File: src/rtl/display_bcd_driver.sv
// display_bcd_driver: signed 32-bit value to eight 7-segment digits plus a
// sign display, using a sequential double-dabble engine (one bit per clock).
// Ports: Clock, ResetN (async, active-low), Valor[31:0] (signed input),
//        Hex0..Hex7 (digit segments {g,f,e,d,c,b,a}, Hex0 = LSD),
//        HexSinal (sign display), Busy (conversion running),
//        Overflow (magnitude above 99,999,999).
// Optional macro LEADING_ZERO_BLANK_EN blanks zeros above the top nonzero digit.
module display_bcd_driver #(
    parameter int WIDTH          = 32,
    parameter int DIGITS         = 8,
    parameter bit SEG_ACTIVE_LOW = 1'b1
) (
    input  logic             Clock,
    input  logic             ResetN,
    input  logic [WIDTH-1:0] Valor,
    output logic [6:0]       Hex0,
    output logic [6:0]       Hex1,
    output logic [6:0]       Hex2,
    output logic [6:0]       Hex3,
    output logic [6:0]       Hex4,
    output logic [6:0]       Hex5,
    output logic [6:0]       Hex6,
    output logic [6:0]       Hex7,
    output logic [6:0]       HexSinal,
    output logic             Busy,
    output logic             Overflow
);

    localparam logic [6:0] SEG_BLANK = 7'b1111111;
    localparam logic [6:0] SEG_DASH  = 7'b0111111;

    typedef enum logic [1:0] {IDLE, SHIFT, DONE} state_t;

    state_t            state, state_n;
    logic [WIDTH-1:0]  ultimo;
    logic [WIDTH-1:0]  mag;
    logic [39:0]       bcd;
    logic [39:0]       bcd_adj;
    logic [5:0]        cnt;
    logic              neg;
    logic              neg_shown;
    logic [31:0]       digits;
    logic [6:0]        hex_raw [DIGITS];
    logic [6:0]        hex_out [DIGITS];

    function automatic logic [6:0] seg7(input logic [3:0] d);
        unique case (d)
            4'd0:    seg7 = 7'b1000000;
            4'd1:    seg7 = 7'b1111001;
            4'd2:    seg7 = 7'b0100100;
            4'd3:    seg7 = 7'b0110000;
            4'd4:    seg7 = 7'b0011001;
            4'd5:    seg7 = 7'b0010010;
            4'd6:    seg7 = 7'b0000010;
            4'd7:    seg7 = 7'b1111000;
            4'd8:    seg7 = 7'b0000000;
            4'd9:    seg7 = 7'b0010000;
            default: seg7 = SEG_BLANK;
        endcase
    endfunction

    function automatic logic [6:0] pol(input logic [6:0] s);
        pol = SEG_ACTIVE_LOW ? s : ~s;
    endfunction

    // Add-3 correction applied to every nibble before each shift.
    always_comb begin
        bcd_adj = bcd;
        for (int i = 0; i < 10; i++) begin
            if (bcd[4*i +: 4] >= 4'd5)
                bcd_adj[4*i +: 4] = bcd[4*i +: 4] + 4'd3;
        end
    end

    always_ff @(posedge Clock or negedge ResetN) begin
        if (!ResetN) state <= IDLE;
        else         state <= state_n;
    end

    always_comb begin
        state_n = state;
        unique case (state)
            IDLE:    if (Valor != ultimo) state_n = SHIFT;
            SHIFT:   if (cnt == 6'd31)    state_n = DONE;
            DONE:    state_n = IDLE;
            default: state_n = IDLE;
        endcase
    end

    always_ff @(posedge Clock or negedge ResetN) begin
        if (!ResetN) begin
            ultimo    <= '0;
            mag       <= '0;
            bcd       <= '0;
            cnt       <= '0;
            neg       <= 1'b0;
            neg_shown <= 1'b0;
            digits    <= '0;
            Busy      <= 1'b0;
            Overflow  <= 1'b0;
        end else begin
            unique case (state)
                IDLE: begin
                    if (Valor != ultimo) begin
                        ultimo <= Valor;
                        neg    <= Valor[WIDTH-1];
                        mag    <= Valor[WIDTH-1] ? (~Valor + 1'b1) : Valor;
                        bcd    <= '0;
                        cnt    <= '0;
                        Busy   <= 1'b1;
                    end
                end
                SHIFT: begin
                    bcd <= {bcd_adj[38:0], mag[WIDTH-1]};
                    mag <= {mag[WIDTH-2:0], 1'b0};
                    cnt <= cnt + 6'd1;
                end
                DONE: begin
                    Overflow  <= (bcd[39:32] != 8'd0);
                    digits    <= bcd[31:0];
                    neg_shown <= neg;
                    Busy      <= 1'b0;
                end
                default: ;
            endcase
        end
    end

    // Decode from registered digits only; scan from the top digit down so
    // leading zeros can be suppressed while Hex0 always shows a digit.
    always_comb begin
`ifdef LEADING_ZERO_BLANK_EN
        logic lead;
        lead = 1'b1;
`endif
        for (int i = DIGITS - 1; i >= 0; i--) begin
            hex_raw[i] = seg7(digits[4*i +: 4]);
`ifdef LEADING_ZERO_BLANK_EN
            lead = lead && (digits[4*i +: 4] == 4'd0);
            if (lead && i != 0) hex_raw[i] = SEG_BLANK;
`endif
            if (Overflow) hex_raw[i] = SEG_DASH;
            hex_out[i] = pol(hex_raw[i]);
        end
    end

    assign Hex0     = hex_out[0];
    assign Hex1     = hex_out[1];
    assign Hex2     = hex_out[2];
    assign Hex3     = hex_out[3];
    assign Hex4     = hex_out[4];
    assign Hex5     = hex_out[5];
    assign Hex6     = hex_out[6];
    assign Hex7     = hex_out[7];
    assign HexSinal = pol(neg_shown ? SEG_DASH : SEG_BLANK);

endmodule

File: config.mk
export PLATFORM = sky130hd
export DESIGN_NAME = display_bcd_driver
export DESIGN_NICKNAME = d
export VERILOG_FILES = /design/src/rtl/display_bcd_driver.sv
export SDC_FILE = /design/constraint.sdc
export NUM_CORES = 1
export LEC_CHECK = 0
export BUFFER_PORTS_ARGS = -buffer_cell sky130_fd_sc_hd__buf_2
export CAP_MARGIN = 20
export CORE_MARGIN = 1
export CORE_UTILIZATION = 55
export CTS_CLUSTER_DIAMETER = 40
export CTS_CLUSTER_SIZE = 24
export DETAILED_ROUTE_END_ITERATION = 7
export PLACE_DENSITY = 0.71
export SYNTH_ARGS = -nofsm -noshare
export SYNTH_HDL_FRONTEND = slang
export SYNTH_SLANG_ARGS = --single-unit
File: constraint.sdc
create_clock -name Clock -period 2.65 [get_ports Clock]
set_input_delay 0.265 -clock Clock [delete_from_list [all_inputs] [get_ports Clock]]
set_output_delay 0.265 -clock Clock [all_outputs]
set_load 0.1 [all_outputs]
After elaboration in Yosys (flattened, before gate mapping). Memories as Yosys holds them, arrays and structs flattened. Index checks and enable logic that the tools add are counted.

Latch bits: 0. Memories: 8. Input bits: 34. Output and inout bits: 65. RAM bits: 0. Logic and storage cells: 86. Flip-flop bits (word level): 148. Bits in read-only memories: 896.

Memories: (name not given) (words 16, width 7, rd ports 1, clocked after memory_dff 0, wr ports 0, line 47) `unique case (d)`; (name not given) (words 16, width 7, rd ports 1, clocked after memory_dff 0, wr ports 0, line 47); (name not given) (words 16, width 7, rd ports 1, clocked after memory_dff 0, wr ports 0, line 47); (name not given) (words 16, width 7, rd ports 1, clocked after memory_dff 0, wr ports 0, line 47); (name not given) (words 16, width 7, rd ports 1, clocked after memory_dff 0, wr ports 0, line 47); (name not given) (words 16, width 7, rd ports 1, clocked after memory_dff 0, wr ports 0, line 47); 2 more memories.

Multiply operators: 0. $lt $le $gt $ge: 10. Bitwise logic cells: 1. Equality and inequality tests: 6. Add/sub/neg operators: 12. Div/mod/pow operators: 0. Shift operators: 0. Reductions and logical operators: 8. Multiplexer cells: 31.

Operators by type and width (count): $pmux W40 S2 (1); $mux W32 (2); $pmux W32 S2 (1); $mux W7 (9); $ge A4 B3 Y1 const B (10); $mux W40 (1); $add A4 B2 Y4 const B (9); $mux W4 (9); $add A32 B1 Y32 const B (1); $ne A32 B32 Y1 (1); $not A32 Y32 (1); $pmux W6 S2 (1); $reduce_and A2 Y1 (4); $reduce_bool A8 Y1 (1); $add A6 B1 Y6 const B (1); $eq A6 B5 Y1 const B (1); $mux W6 (1); $mux W2 (2); $ne A2 B2 Y1 const B (2); $pmux W2 S2 (1); $reduce_bool A2 Y1 (2); $add A3 B2 Y3 const B (1); $mux W3 (1); $eq A2 B1 Y1 const B (1); other kinds (4) (4).

Depth between registers and ports, before layout.
Word-level depth: 5. Mapped depth: 9. Gate-level depth less buffers: 8.

Worst setup path after synthesis. OpenSTA, ideal clock, no wires.

Path kind: register to output. Start point: reg Overflow. End point: out Hex3[6]. Required time: 2385 ps. Arrival time: 3300 ps. Stages on the path, launching flop included: 4. Slack: -915 ps. Cell sequence: dfrtp_1 > clkbuf_1 > clkbuf_1 > nor3_1.

Cells in the longest elaborated chain, start to end: 1.

RTL lines: start: declaration (line 26) `output logic Overflow`; start signal: assignment (line 119) `Overflow <= (bcd[39:32] != 8'd0);`; $mux W7 (line 142) `if (Overflow) hex_raw[i] = SEG_DASH;`; end: declaration (line 19) `output logic [6:0] Hex3,`.

Every way passes these cells.

Final worst setup path.
Start point: reg digits[1]. End point: out Hex0[3].

Cells in the longest elaborated chain, start to end: 2.

RTL lines: start: declaration (line 42) `logic [31:0] digits;`; start signal: assignment (line 120) `digits <= bcd[31:0];`; $mem_v2 Z16 W7; $mux W7 (line 142); end: declaration (line 16) `output logic [6:0] Hex0,`.

Every way passes these cells.

==> flow_summary.toml <==
[status]
status = "finished, final reports clean"

[pwr]
cellPowerDensity_nw_per_um2 = 1090
p_leak_nw = 4.78
switching_power_mw = 6.71
swShare_pct = 56.0
internal-power_mw = 5.26
pwr-share-comb_pct = 55.6
p_seq_share_pct = 24.8
finalPower_mw = 12.0
vdd_drop_max_v = 0.00135
p_clk_share_pct = 19.6

[worst_hold_path]
hp-class = "primary input to flip-flop"
hold_depth = 2

[detailed_routing]
route.met2.wl_um = 9420
wl_met3_um = 716
postRouteAntennaNets = 0
routed-via-count = 7681
drc = 0
drt_iter0_markers = 505
first_pass_iters = 5
vias_per_cell = 5.62
drt_wl_total_um = 19700
top_layer = "met4"
wl_per_cell_um = 14.4
wl_met1_um = 9340

[timing]
slew_headroom_pct = 38.8
min_period_ps = 2500
report.final.slew_viol_count = 0
fin_crit_sh_pct = 94.3
setup_viol = 0
hold_viol = 0
fin_skew_ps = 10.3
grt_setup_unrepaired = "false"
max_slew.worst_pin.slew_ps = 918
fmax_ghz = 0.400

[global_route]
antenna_found_initial = 0
grt-ovfl-total = 0
grt_pass1_wl_um = 34300
grt_max_degree = 59
grt_usage_pct = 23.4
grt_pass1_vias = 7215

[clock_tree]
clkSlewWorstSetupHoldPaths_ps = 60
h-tree-depth = 4
cts_buffers = 17
clk-insertion-delay-late_ps = 430
post-cts-setup-buffers = 0
clockBufferDepth = 2
cts_tree = "done"
cts.sinks = 147
cts.root.buffer_cell = "clkbuf_16"

[placement]
port_buffers = 92
finalWeightedCongestion = 0.819
dp_hpwl_um = 13900
dpl.cell_count = 1335

[critical_path]
worstSetupEndpointType = "output port"
crit-reg2reg-launch = "ultimo[19]"
worstReg2RegEnd = "mag[20]"
endpoint = "Hex0[3]"
worstPathRequired_ps = 2380
path_max_fanout = 6
crit_start = "digits[1]"
cp-start-kind = "flip-flop"
r2r_cells = 7
arrival_ps = 2230
worstSetupPathType = "flip-flop to output port"
rrSetupSlack_ps = 390

[cells_and_area]
layout_commonest_cell = "dfrtp_1"
instances_no_fill = 1367
layout-drive-gt1-share_pct = 19.0
n_antenna_cell = 0
layout.nets = 1228
syn2layout_area_growth_pct = 13.7
final_cell_mix = "dfrtp_1 (146), nand2_1 (102), buf_2 (91)"

[logic_synthesis]
ys_warn_count = 0
synth_seq_cells = 147
syn_inst = 1058
avgSynthCellArea_um2 = 9.12
synth_area_um2 = 9650
ys_types = 58
synth_edf_count = 0
async_flop_share_pct = 100
yosysSeqAreaShare_pct = 38.1
ys.flop_type = "dfrtp_1"

[die]
die_x_um = 134
die_height_um = 134
dieArea_um2 = 18100
start_util_pct = 56.0
rows = 48
core_um2 = 17200
boundaryPins = 99

[flow_run]
maxCapViolCount = 0
cells by family after synthesis:
logic type / count (synthesis) / synth area share [%]
AO/OA/AOI/OAI: 304 / 20.3
other: 1 / 0.0389
multiplexers: 48 / 5.49
AND/OR/NAND/NOR: 292 / 14.9
XOR/XNOR: 80 / 7.26
adder cells (fa/ha/maj): 64 / 8.30
buffers and inverters: 122 / 5.60
flip-flops: 147 / 38.1
cell type report:
type | instances | area (um^2)
clock buffer | 20 | 467
tap | 225 | 282
fill | 1461 | 6270
clock inverter | 11 | 110
inverter | 51 | 191
timing repair buffer | 119 | 722
sequential | 147 | 3680
multi-input combinational | 794 | 5520
cells in the mapped netlist (all sizes together), types with 6 or more instances:
library cell / count / area, um^2
nor2: 56 / 210
nor4: 11 / 68.8
clkbuf: 52 / 226
a211oi: 23 / 173
nand2: 103 / 387
a31oi: 10 / 62.6
and2: 10 / 62.6
a21oi: 71 / 355
buf: 19 / 123
o32ai: 9 / 78.8
o21bai: 37 / 278
a22oi: 8 / 60.1
nor3b: 16 / 120
nor2b: 6 / 37.5
o31ai: 16 / 139
inv: 51 / 191
or3: 7 / 48.8
dfrtp: 147 / 3680
nor3: 36 / 180
o21ai: 67 / 343
ha: 64 / 801
mux2: 39 / 439
nand2b: 29 / 181
mux2i: 9 / 90.1
xnor2: 25 / 219
a2bb2oi: 8 / 70.1
xor2: 55 / 482
o22ai: 38 / 238
power groups by stage:
| stage | Combinational, mW | Clock (mW) | Sequential (mW) |
|---|---|---|---|
| final | 6.65 | 2.35 | 2.97 |
| after CTS | 6.69 | 2.39 | 2.97 |
| after floorplan | 5.92 | 0 | 2.82 |
| after global placement | 6.64 | 0 | 3.00 |
| after global routing | 7.05 | 2.46 | 3.04 |
| after detailed placement | 6.67 | 0 | 3.01 |
worst max-delay path, stage by stage, from the launching register on:
cell	delay (ps)
dfrtp_1	390
inv_1	130
ha_1	190
or2_2	260
a21oi_1	220
a21oi_1	60
or2_2	270
buf_2	290
worst min-delay path by stage:
stage	startpoint	slack, ps	end
after CTS	Valor[15]	130	ultimo[15]
final	Valor[21]	140	ultimo[21]
after global placement	ResetN	260	ultimo[7]
after global routing	Valor[1]	160	ultimo[1]
after detailed placement	ResetN	270	ultimo[7]
after floorplan	ResetN	-30	Busy
registers in the layout, indices dropped and copies added, names as in the netlist:
signal	cells
Overflow	1
bcd	40
ultimo	32
digits	32
mag	32
state	2
Busy	1
neg_shown	1
cnt	6
routing by layer:
| layer | vias to the layer above | GRT usage (%) |
|---|---|---|
| met1 | 3635 | 30.7 |
| met5 | - | 0 |
| met4 | 0 | 6.87 |
| li1 | 3865 | - |
| met3 | 20 | 4.01 |
| met2 | 161 | 39.7 |
metrics by stage:
stage	cell area, um^2	setup TNS (ps)	utilization (%)	setup WS (ps)	hold slack (ps)
final	11000	0	63.6	151	140
after global routing	11000	0	63.6	8.40	155
after CTS	11000	0	63.6	137	130
after detailed placement	10400	0	60.2	100	265
after global placement	10400	0	60.2	141	264
after floorplan	9720	-2270	-	-738	-30.6
timing repair:
action	in CTS	in global routing
hold buffers	1	0
gates resized for setup	0	0
hold endpoints to repair	52	0
Power figures use the tool's default switching activity.
